--- config.mk ---
export PLATFORM = sky130hd
export DESIGN_NAME = debounce_multi
export DESIGN_NICKNAME = d
export VERILOG_FILES = /design/src/rtl/debounce_multi.sv
export SDC_FILE = /design/constraint.sdc
export NUM_CORES = 1
export LEC_CHECK = 0
export BUFFER_PORTS_ARGS = -buffer_cell sky130_fd_sc_hd__buf_2
export CAP_MARGIN = 20
export CELL_PAD_IN_SITES_DETAIL_PLACEMENT = 0
export CELL_PAD_IN_SITES_GLOBAL_PLACEMENT = 1
export CORE_MARGIN = 5
export CORE_UTILIZATION = 51
export CTS_CLUSTER_SIZE = 10
export DETAILED_ROUTE_END_ITERATION = 6
export HOLD_SLACK_MARGIN = 0.06
export MAX_ROUTING_LAYER = met4
export PLACE_DENSITY_LB_ADDON = 0.1
export SKIP_CTS_REPAIR_TIMING = 1
export SKIP_LAST_GASP = 1
export SLEW_MARGIN = 40
export SYNTH_ARGS = -nofsm -noshare
export SYNTH_HDL_FRONTEND = slang
export SYNTH_SLANG_ARGS = --single-unit
--- constraint.sdc ---
create_clock -name clk -period 2.9 [get_ports clk]
set_input_delay 0.145 -clock clk [delete_from_list [all_inputs] [get_ports clk]]
set_output_delay 0.145 -clock clk [all_outputs]
set_load 0.01 [all_outputs]
--- src/rtl/debounce_multi.sv ---
// debounce_multi
//   Debounces CH independent mechanical inputs against one shared sample-rate
//   prescaler. Each channel produces a clean level, a one-clock press pulse
//   and a one-clock release pulse. All outputs are synchronous to clk.
//
//   Optional feature macro: DEBOUNCE_MULTI_LONG_PRESS_EN
//     When defined, each channel also gets a hold counter and a long_press
//     output that pulses once per press after LONG_CNT sample ticks held.
//
// Parameters
//   CH          number of independent channels (>=1)
//   SAMPLE_DIV  clk cycles per sample tick (>=1, 1 = tick every cycle)
//   STABLE_CNT  consecutive differing samples needed to accept a new level
//   ACTIVE_LOW  1: idle high / pressed low, 0: idle low / pressed high
//   LONG_CNT    ticks held before long_press fires (long-press build only)
//
// Ports
//   clk         system clock
//   rst         asynchronous active-low reset
//   btn         raw asynchronous button levels
//   btn_out     debounced level, same polarity as btn
//   press       one-clk pulse when a channel becomes pressed
//   rel         one-clk pulse when a channel becomes released
//   long_press  one-clk pulse after LONG_CNT ticks held (long-press build only)
module debounce_multi #(
  parameter int CH         = 4,
  parameter int SAMPLE_DIV = 50000,
  parameter int STABLE_CNT = 10,
  parameter bit ACTIVE_LOW = 1'b1,
  parameter int LONG_CNT   = 1000
) (
  input  logic          clk,
  input  logic          rst,
  input  logic [CH-1:0] btn,
  output logic [CH-1:0] btn_out,
  output logic [CH-1:0] press,
`ifdef DEBOUNCE_MULTI_LONG_PRESS_EN
  output logic [CH-1:0] long_press,
`endif
  output logic [CH-1:0] rel
);

  localparam int PW = (SAMPLE_DIV > 1) ? $clog2(SAMPLE_DIV) : 1;
  localparam int CW = $clog2(STABLE_CNT + 1);

  localparam logic [CH-1:0] IDLE     = ACTIVE_LOW ? {CH{1'b1}} : {CH{1'b0}};
  localparam logic          PRESSED  = !ACTIVE_LOW;
  localparam logic [PW-1:0] PRE_LAST = PW'(SAMPLE_DIV - 1);
  localparam logic [CW-1:0] CNT_LAST = CW'(STABLE_CNT - 1);

  // Reject configurations the counters cannot represent.
  if (CH < 1 || SAMPLE_DIV < 1 || STABLE_CNT < 1 || LONG_CNT < 1) begin : g_bad_param
    $error("debounce_multi: CH, SAMPLE_DIV, STABLE_CNT and LONG_CNT must all be >= 1");
  end

  logic [CH-1:0]         sync1;
  logic [CH-1:0]         sync2;
  logic [PW-1:0]         pre;
  logic                  tick;
  logic [CH-1:0][CW-1:0] cnt;

  // Synchroniser stage: two flops per channel, idle level out of reset so a
  // released button never looks like activity.
  always_ff @(posedge clk or negedge rst) begin
    if (!rst) begin
      sync1 <= IDLE;
      sync2 <= IDLE;
    end else begin
      sync1 <= btn;
      sync2 <= sync1;
    end
  end

  // Shared prescaler stage: one tick per SAMPLE_DIV clocks for all channels.
  assign tick = (pre == PRE_LAST);

  always_ff @(posedge clk or negedge rst) begin
    if (!rst) begin
      pre <= '0;
    end else if (tick) begin
      pre <= '0;
    end else begin
      pre <= pre + PW'(1);
    end
  end

  // Qualification stage: a new level is accepted only after STABLE_CNT
  // consecutive ticks that all disagree with the current output. Any agreeing
  // sample restarts the count. Pulses are raised on the same edge that
  // updates btn_out, so they line up with the level change.
  always_ff @(posedge clk or negedge rst) begin
    if (!rst) begin
      btn_out <= IDLE;
      press   <= '0;
      rel     <= '0;
      cnt     <= '0;
    end else begin
      press <= '0;
      rel   <= '0;
      if (tick) begin
        for (int i = 0; i < CH; i++) begin
          if (sync2[i] == btn_out[i]) begin
            cnt[i] <= '0;
          end else if (cnt[i] == CNT_LAST) begin
            btn_out[i] <= sync2[i];
            cnt[i]     <= '0;
            if (sync2[i] == PRESSED) begin
              press[i] <= 1'b1;
            end else begin
              rel[i] <= 1'b1;
            end
          end else begin
            cnt[i] <= cnt[i] + CW'(1);
          end
        end
      end
    end
  end

`ifdef DEBOUNCE_MULTI_LONG_PRESS_EN
  localparam int              LW       = $clog2(LONG_CNT + 1);
  localparam logic [LW-1:0]   HOLD_MAX = LW'(LONG_CNT);

  logic [CH-1:0][LW-1:0] hold;

  // Hold stage: counts ticks while the debounced level is pressed and
  // saturates, so long_press fires only on the tick that reaches LONG_CNT.
  always_ff @(posedge clk or negedge rst) begin
    if (!rst) begin
      hold       <= '0;
      long_press <= '0;
    end else begin
      long_press <= '0;
      for (int i = 0; i < CH; i++) begin
        if (btn_out[i] != PRESSED) begin
          hold[i] <= '0;
        end else if (tick && hold[i] != HOLD_MAX) begin
          hold[i] <= hold[i] + LW'(1);
          if (hold[i] == HOLD_MAX - LW'(1)) begin
            long_press[i] <= 1'b1;
          end
        end
      end
    end
  end
`endif

endmodule

==> results of run 1 <==
==> final cells by class <==
type | count | area [sq um] | share of cell area
flip-flops and latches | 52 | 1316 | 0.5017
multi-input cells | 142 | 982.2 | 0.3743
repair buffers | 23 | 145.1 | 0.05532
clock buffers | 6 | 82.58 | 0.03147
well taps | 52 | 65.06 | 0.02480
inverters | 6 | 22.52 | 0.008584
clock inverters | 2 | 10.01 | 0.003815
==> critical path: cells and delay by family (launching register included) <==
| kind | cells | cell delay (ns) |
|---|---|---|
| and+or+nand+nor | 3 | 1.23 |
| adders and majority gates | 1 | 0.22 |
| AOI/OAI and AO/OA | 1 | 0.23 |
| DFF | 1 | 0.42 |
==> per-layer routing <==
layer,GRT usage,vias to the layer above
met2,0.2696,19
met3,0.03935,6
met5,-,-
li1,-,769
met4,0.04639,0
met1,0.1726,789
==> stage by stage <==
stage	std cells	total power, mW
floorplan	204	0.7583
global placement	270	0.7774
detailed placement	270	0.7792
CTS	278	1.196
global route	283	1.244
finish	283	1.186
==> report_power, final <==
group          internal, mW  total [mW]  switching [mW]  leakage (nW)
clock                 0.191       0.417           0.226        0.0510
combinational        0.0118      0.0305          0.0186         0.436
sequential            0.735       0.739         0.00367         0.670
total                 0.938        1.19           0.249          1.16
==> cells in the mapped netlist <==
cell type | count | area (sq um)
dfrtp_1 | 40 | 1001
o21ai_0 | 19 | 95.09
nand2_1 | 15 | 56.30
xnor2_1 | 15 | 131.4
nor2_1 | 13 | 48.80
dfstp_2 | 12 | 315.3
nor3b_1 | 12 | 90.09
ha_1 | 9 | 112.6
nand3_1 | 7 | 35.03
nor3_1 | 7 | 35.03
inv_1 | 6 | 22.52
mux2_2 | 5 | 56.30
nand4_1 | 5 | 31.28
nand2b_1 | 4 | 25.02
o31ai_1 | 4 | 30.03
or3_1 | 4 | 25.02
or4_1 | 4 | 30.03
and3b_1 | 3 | 26.28
xor2_1 | 3 | 26.28
and4_1 | 2 | 17.52
and4bb_2 | 2 | 25.02
clkbuf_1 | 2 | 7.510
nor4_1 | 2 | 12.51
a21oi_1 | 1 | 5.000
and2_1 | 1 | 6.260
and3_1 | 1 | 6.260
buf_2 | 1 | 5.000
buf_6 | 1 | 11.26
nand4_2 | 1 | 12.51
nor4b_1 | 1 | 8.760
nor4b_4 | 1 | 23.77
nor4bb_1 | 1 | 10.01
==> state kept, by name (all words and copies together), names as in the netlist <==
register and count:
cnt 16, pre 16, btn_out 4, press 4
rel 4, sync1 4, sync2 4
==> logic make-up after synthesis <==
group	synth area share
compound gates	0.05549
simple gates	0.2241
buf+inv	0.01974
xor+xnor	0.06724
fa+ha+maj	0.04803
flops	0.5614
mux	0.02401
==> worst max-delay path by stage <==
stage / startpoint / end / slack [ns]
detailed placement: pre[0]$_DFF_PN0_ / cnt[7]$_DFFE_PN0N_ / 0.74
CTS: pre[0]$_DFF_PN0_ / cnt[7]$_DFFE_PN0N_ / 0.74
global route: pre[0]$_DFF_PN0_ / cnt[15]$_DFFE_PN0N_ / 0.49
finish: pre[0]$_DFF_PN0_ / cnt[7]$_DFFE_PN0N_ / 0.72
floorplan: pre[0]$_DFF_PN0_ / cnt[1]$_DFFE_PN0N_ / 1.21
global placement: pre[0]$_DFF_PN0_ / cnt[3]$_DFFE_PN0N_ / 0.89
==> cell usage in the layout, fill, tap and decap left out, types with 7 or more instances in the layout <==
cell type,count
dfrtp_1,40
o21ai_0,19
buf_2,16
xnor2_1,15
nand2_1,15
nor2_1,13
nor3b_1,12
dfstp_2,12
ha_1,9
nor3_1,7
nand3_1,7
==> impl_metrics.ini, run 1 <==
[setup_path]
ff2ff_setup_slack_ns = 0.72
reg2reg_to = cnt[7]$_DFFE_PN0N_
critical_path_class = reg -> reg
slowest_delay_ns = 0.55
cpMaxStageDelayCell = or3_1
crit_fanout = 22
critPathArrivalTime_ns = 2.39
reg2reg_from = pre[0]$_DFF_PN0_
required_ns = 3.11
crit_chain = ha_1 -> and3_1 -> nand4_2 -> or3_1 -> o31ai_1
rr_worst_depth = 5
crit_path_end_kind = flop
start_kind = flop

[cts]
cts_tree = yes
clkSlewWorstSetupHoldPaths_ns = 0.09
cts_sinks = 52
cts_buffers = 5
cts_buffer_depth = 2
htreeDepth = 2
worstSkewPairLatency_ns = 0.30
cts_root_buf = clkbuf_8

[detailed_routing]
drc_errors = 0
ant_nets = 0
wl_met1_um = 1829
vias_per_cell = 5.594
met3_length_um = 121
vias = 1583
highest_layer = met4
wire_per_inst_um = 14.74
wl_met2_um = 2166
first_pass_iters = 4
wirelength_um = 4172
initialDrtViolationCount = 52

[power_and_ir_drop]
cellPowerDensity_nw_per_um2 = 452.1
peakVddDrop_v = 0.0002668
leakagePower_nw = 1.157

[layout]
nFillCells = 384
drive_gt1_frac = 0.2035
diodes = 0
areaGrowthSynthToFinish_pct = 11.90
final_util = 0.5944
fin_nets = 245
final_area_sq_um = 2624

[worst_hold_path]
hold_depth = 0
min_to = sync2[3]$_DFF_PN1_
min-delay-start = sync1[3]$_DFF_PN1_
hold_class = reg -> reg

[die]
start_util = 0.5312
pin_count = 18
die_h_um = 77.81
die_area_sq_um = 6054
die_w_um = 77.81
coreArea_sq_um = 4414
num_rows = 24

[timing]
finalSetupTns_ns = 0
fmax_mhz = 457.8
fin_ws_ns = 0.7154
post-route-min-period_ns = 2.185
worst_slew_pin_slew_ns = 0.6025
finalClockSkew_ns = 0.005847
max-slew-margin-rel = 0.5983
layout_worst_path_cycle_share = 0.7533
setup_viol_count_final = 0
fin_hold_ws_ns = 0.3603
maxSlewViolCount = 0
hold_viol = 0
rsz0062_at_grt = false

[placed_design]
port_buffers = 17
dpl_cell_area_sq_um = 2481
post-place-ws_ns = 0.7380
hpwlAfterDp_um = 2901
place.gp.congestion = 0.7836

[global_route]
grt_pass1_vias = 1606
grt_max_degree = 51
grt_pass1_wl_um = 7258
antenna_found_initial = 0
overflow = 0
track_usage = 0.1544

[logic_synthesis]
syn-num-nets = 219
syn_inst = 204
synth_cell_type_count = 32
synth_area_sq_um = 2345
yosysSeqAreaShare = 0.5614
synth.avg_cell_area_sq_um = 11.49
yosysWarningCount = 0
synth_seq_cells = 52

[status]
outcome = finished clean

[run]
drv_cap = 0
Power figures use the tool's default switching activity.
==> run 2: changes to the inputs <==
--- a/config.mk
+++ b/config.mk
@@ -10,7 +10,7 @@
 export CELL_PAD_IN_SITES_DETAIL_PLACEMENT = 0
 export CELL_PAD_IN_SITES_GLOBAL_PLACEMENT = 1
 export CORE_MARGIN = 5
-export CORE_UTILIZATION = 51
+export CORE_UTILIZATION = 47
 export CTS_CLUSTER_SIZE = 10
 export DETAILED_ROUTE_END_ITERATION = 6
 export HOLD_SLACK_MARGIN = 0.06
==> constraint.sdc (replaced) <==
create_clock -name clk -period 2.1 [get_ports clk]
set_input_delay 0.105 -clock clk [delete_from_list [all_inputs] [get_ports clk]]
set_output_delay 0.105 -clock clk [all_outputs]
set_load 0.01 [all_outputs]
==> run 2 against run 1 <==
Critical path depth is 1 higher. Clock power up 39%. Clock skew rose by 0.0070 ns. Largest power group unchanged.
==> impl_metrics.ini, run 2 (same netlist as run 1, synthesis figures left out) <==
[status]
outcome = finished clean

[cts]
cts_sinks = 52
htreeDepth = 2
cts_buffers = 5
cts_root_buf = clkbuf_8
cts_buffer_depth = 2
clkSlewWorstSetupHoldPaths_ns = 0.10
worstSkewPairLatency_ns = 0.31
cts_tree = yes

[layout]
final_common_cell = dfrtp_1
final_cell_mix = dfrtp_1 (40), o21ai_0 (19), buf_2 (17)
reg_top3 = cnt: 16 flops, pre: 16 flops
drive_gt1_frac = 0.2203
final_util = 0.5595
fin_nets = 250
diodes = 0
nFillCells = 436
areaGrowthSynthToFinish_pct = 14.19

[setup_path]
critical_path_class = reg -> reg
crit_path_end_kind = flop
start_kind = flop
crit_fanout = 22
required_ns = 2.31
critPathArrivalTime_ns = 2.15

[global_route]
antenna_found_initial = 0
overflow = 0
grt_pass1_wl_um = 7859
grt_pass1_vias = 1685
grt_max_degree = 24
track_usage = 0.1608

[detailed_routing]
vias = 1670
initialDrtViolationCount = 57
wl_met1_um = 2012
vias_per_cell = 5.512
met3_length_um = 136
highest_layer = met4
wire_per_inst_um = 14.40
wl_met2_um = 2154
ant_nets = 0
drc_errors = 0
first_pass_iters = 4
wirelength_um = 4363

[placed_design]
port_buffers = 17
place.gp.congestion = 0.8305
hpwlAfterDp_um = 3111

[power_and_ir_drop]
power.total_mw = 1.646
leakagePower_nw = 1.179
cellPowerDensity_nw_per_um2 = 614.7
peakVddDrop_v = 0.0002969

[die]
die_w_um = 80.63
pin_count = 18
die_area_sq_um = 6501
coreArea_sq_um = 4786
die_h_um = 80.63
start_util = 0.4899
num_rows = 25

[timing]
fin_hold_ws_ns = 0.2104
hold_viol = 0
setup_viol_count_final = 0
finalSetupTns_ns = 0
post-route-min-period_ns = 1.944
fmax_mhz = 514.4
max-slew-margin-rel = 0.7610
worst_slew_pin_slew_ns = 0.3559
maxSlewViolCount = 0
rsz0062_at_grt = false
finalClockSkew_ns = 0.01286
layout_worst_path_cycle_share = 0.9257

[worst_hold_path]
hold_class = in -> async

[run]
drv_cap = 0
[run 2: layout make-up]
cell class / count / area (sq um) / area share
multi-input cells: 142 / 982.2 / 0.3668
repair buffers: 28 / 180.2 / 0.06729
inverters: 6 / 22.52 / 0.008411
well taps: 67 / 83.83 / 0.03131
flip-flops and latches: 52 / 1316 / 0.4916
clock buffers: 6 / 82.58 / 0.03084
clock inverters: 2 / 10.01 / 0.003738
[run 2: worst paths after layout]
check                                    from                endpoint  slack, ns  cells after the start
max                          pre[1]$_DFF_PN0_      cnt[7]$_DFFE_PN0N_       0.16                      6
min                                       rst      cnt[6]$_DFFE_PN0N_       0.21                      2
max reg2reg                  pre[1]$_DFF_PN0_      cnt[7]$_DFFE_PN0N_       0.16                      6
min reg2reg                sync1[1]$_DFF_PN1_      sync2[1]$_DFF_PN1_       0.36                      0
max in group asynchronous                 rst  btn_out[3]$_DFFE_PN1P_       1.22                      3
min in group clk           sync1[1]$_DFF_PN1_      sync2[1]$_DFF_PN1_       0.36                      0
[run 2: per-stage QoR]
step | cell area, sq um | cells | worst slack, ns
after floorplan | 2345 | 204 | 0.4093
final | 2678 | 303 | 0.1560
after global routing | 2678 | 303 | 0.01317
after global placement | 2527 | 289 | 0.2939
after detailed placement | 2527 | 289 | 0.1955
after CTS | 2620 | 297 | 0.1700
[run 2: routing by layer]
layer / global-route usage / vias up
li1: - / 782
met1: 0.1987 / 844
met2: 0.2649 / 33
met3: 0.04036 / 11
met4: 0.04054 / 0
met5: - / -
[run 2: power breakdown]
group / internal [mW] / switching [mW] / total, mW
logic: 0.0170 / 0.0271 / 0.0441
registers: 1.02 / 0.00524 / 1.02
clock network: 0.264 / 0.318 / 0.581
[run 2: worst max-delay path: stages, from the launching register on]
cell and delay (ns):
dfrtp_1 0.42, ha_1 0.22, and3_1 0.26, nand4_2 0.09, buf_4 0.21, or3_1 0.43, o31ai_1 0.21
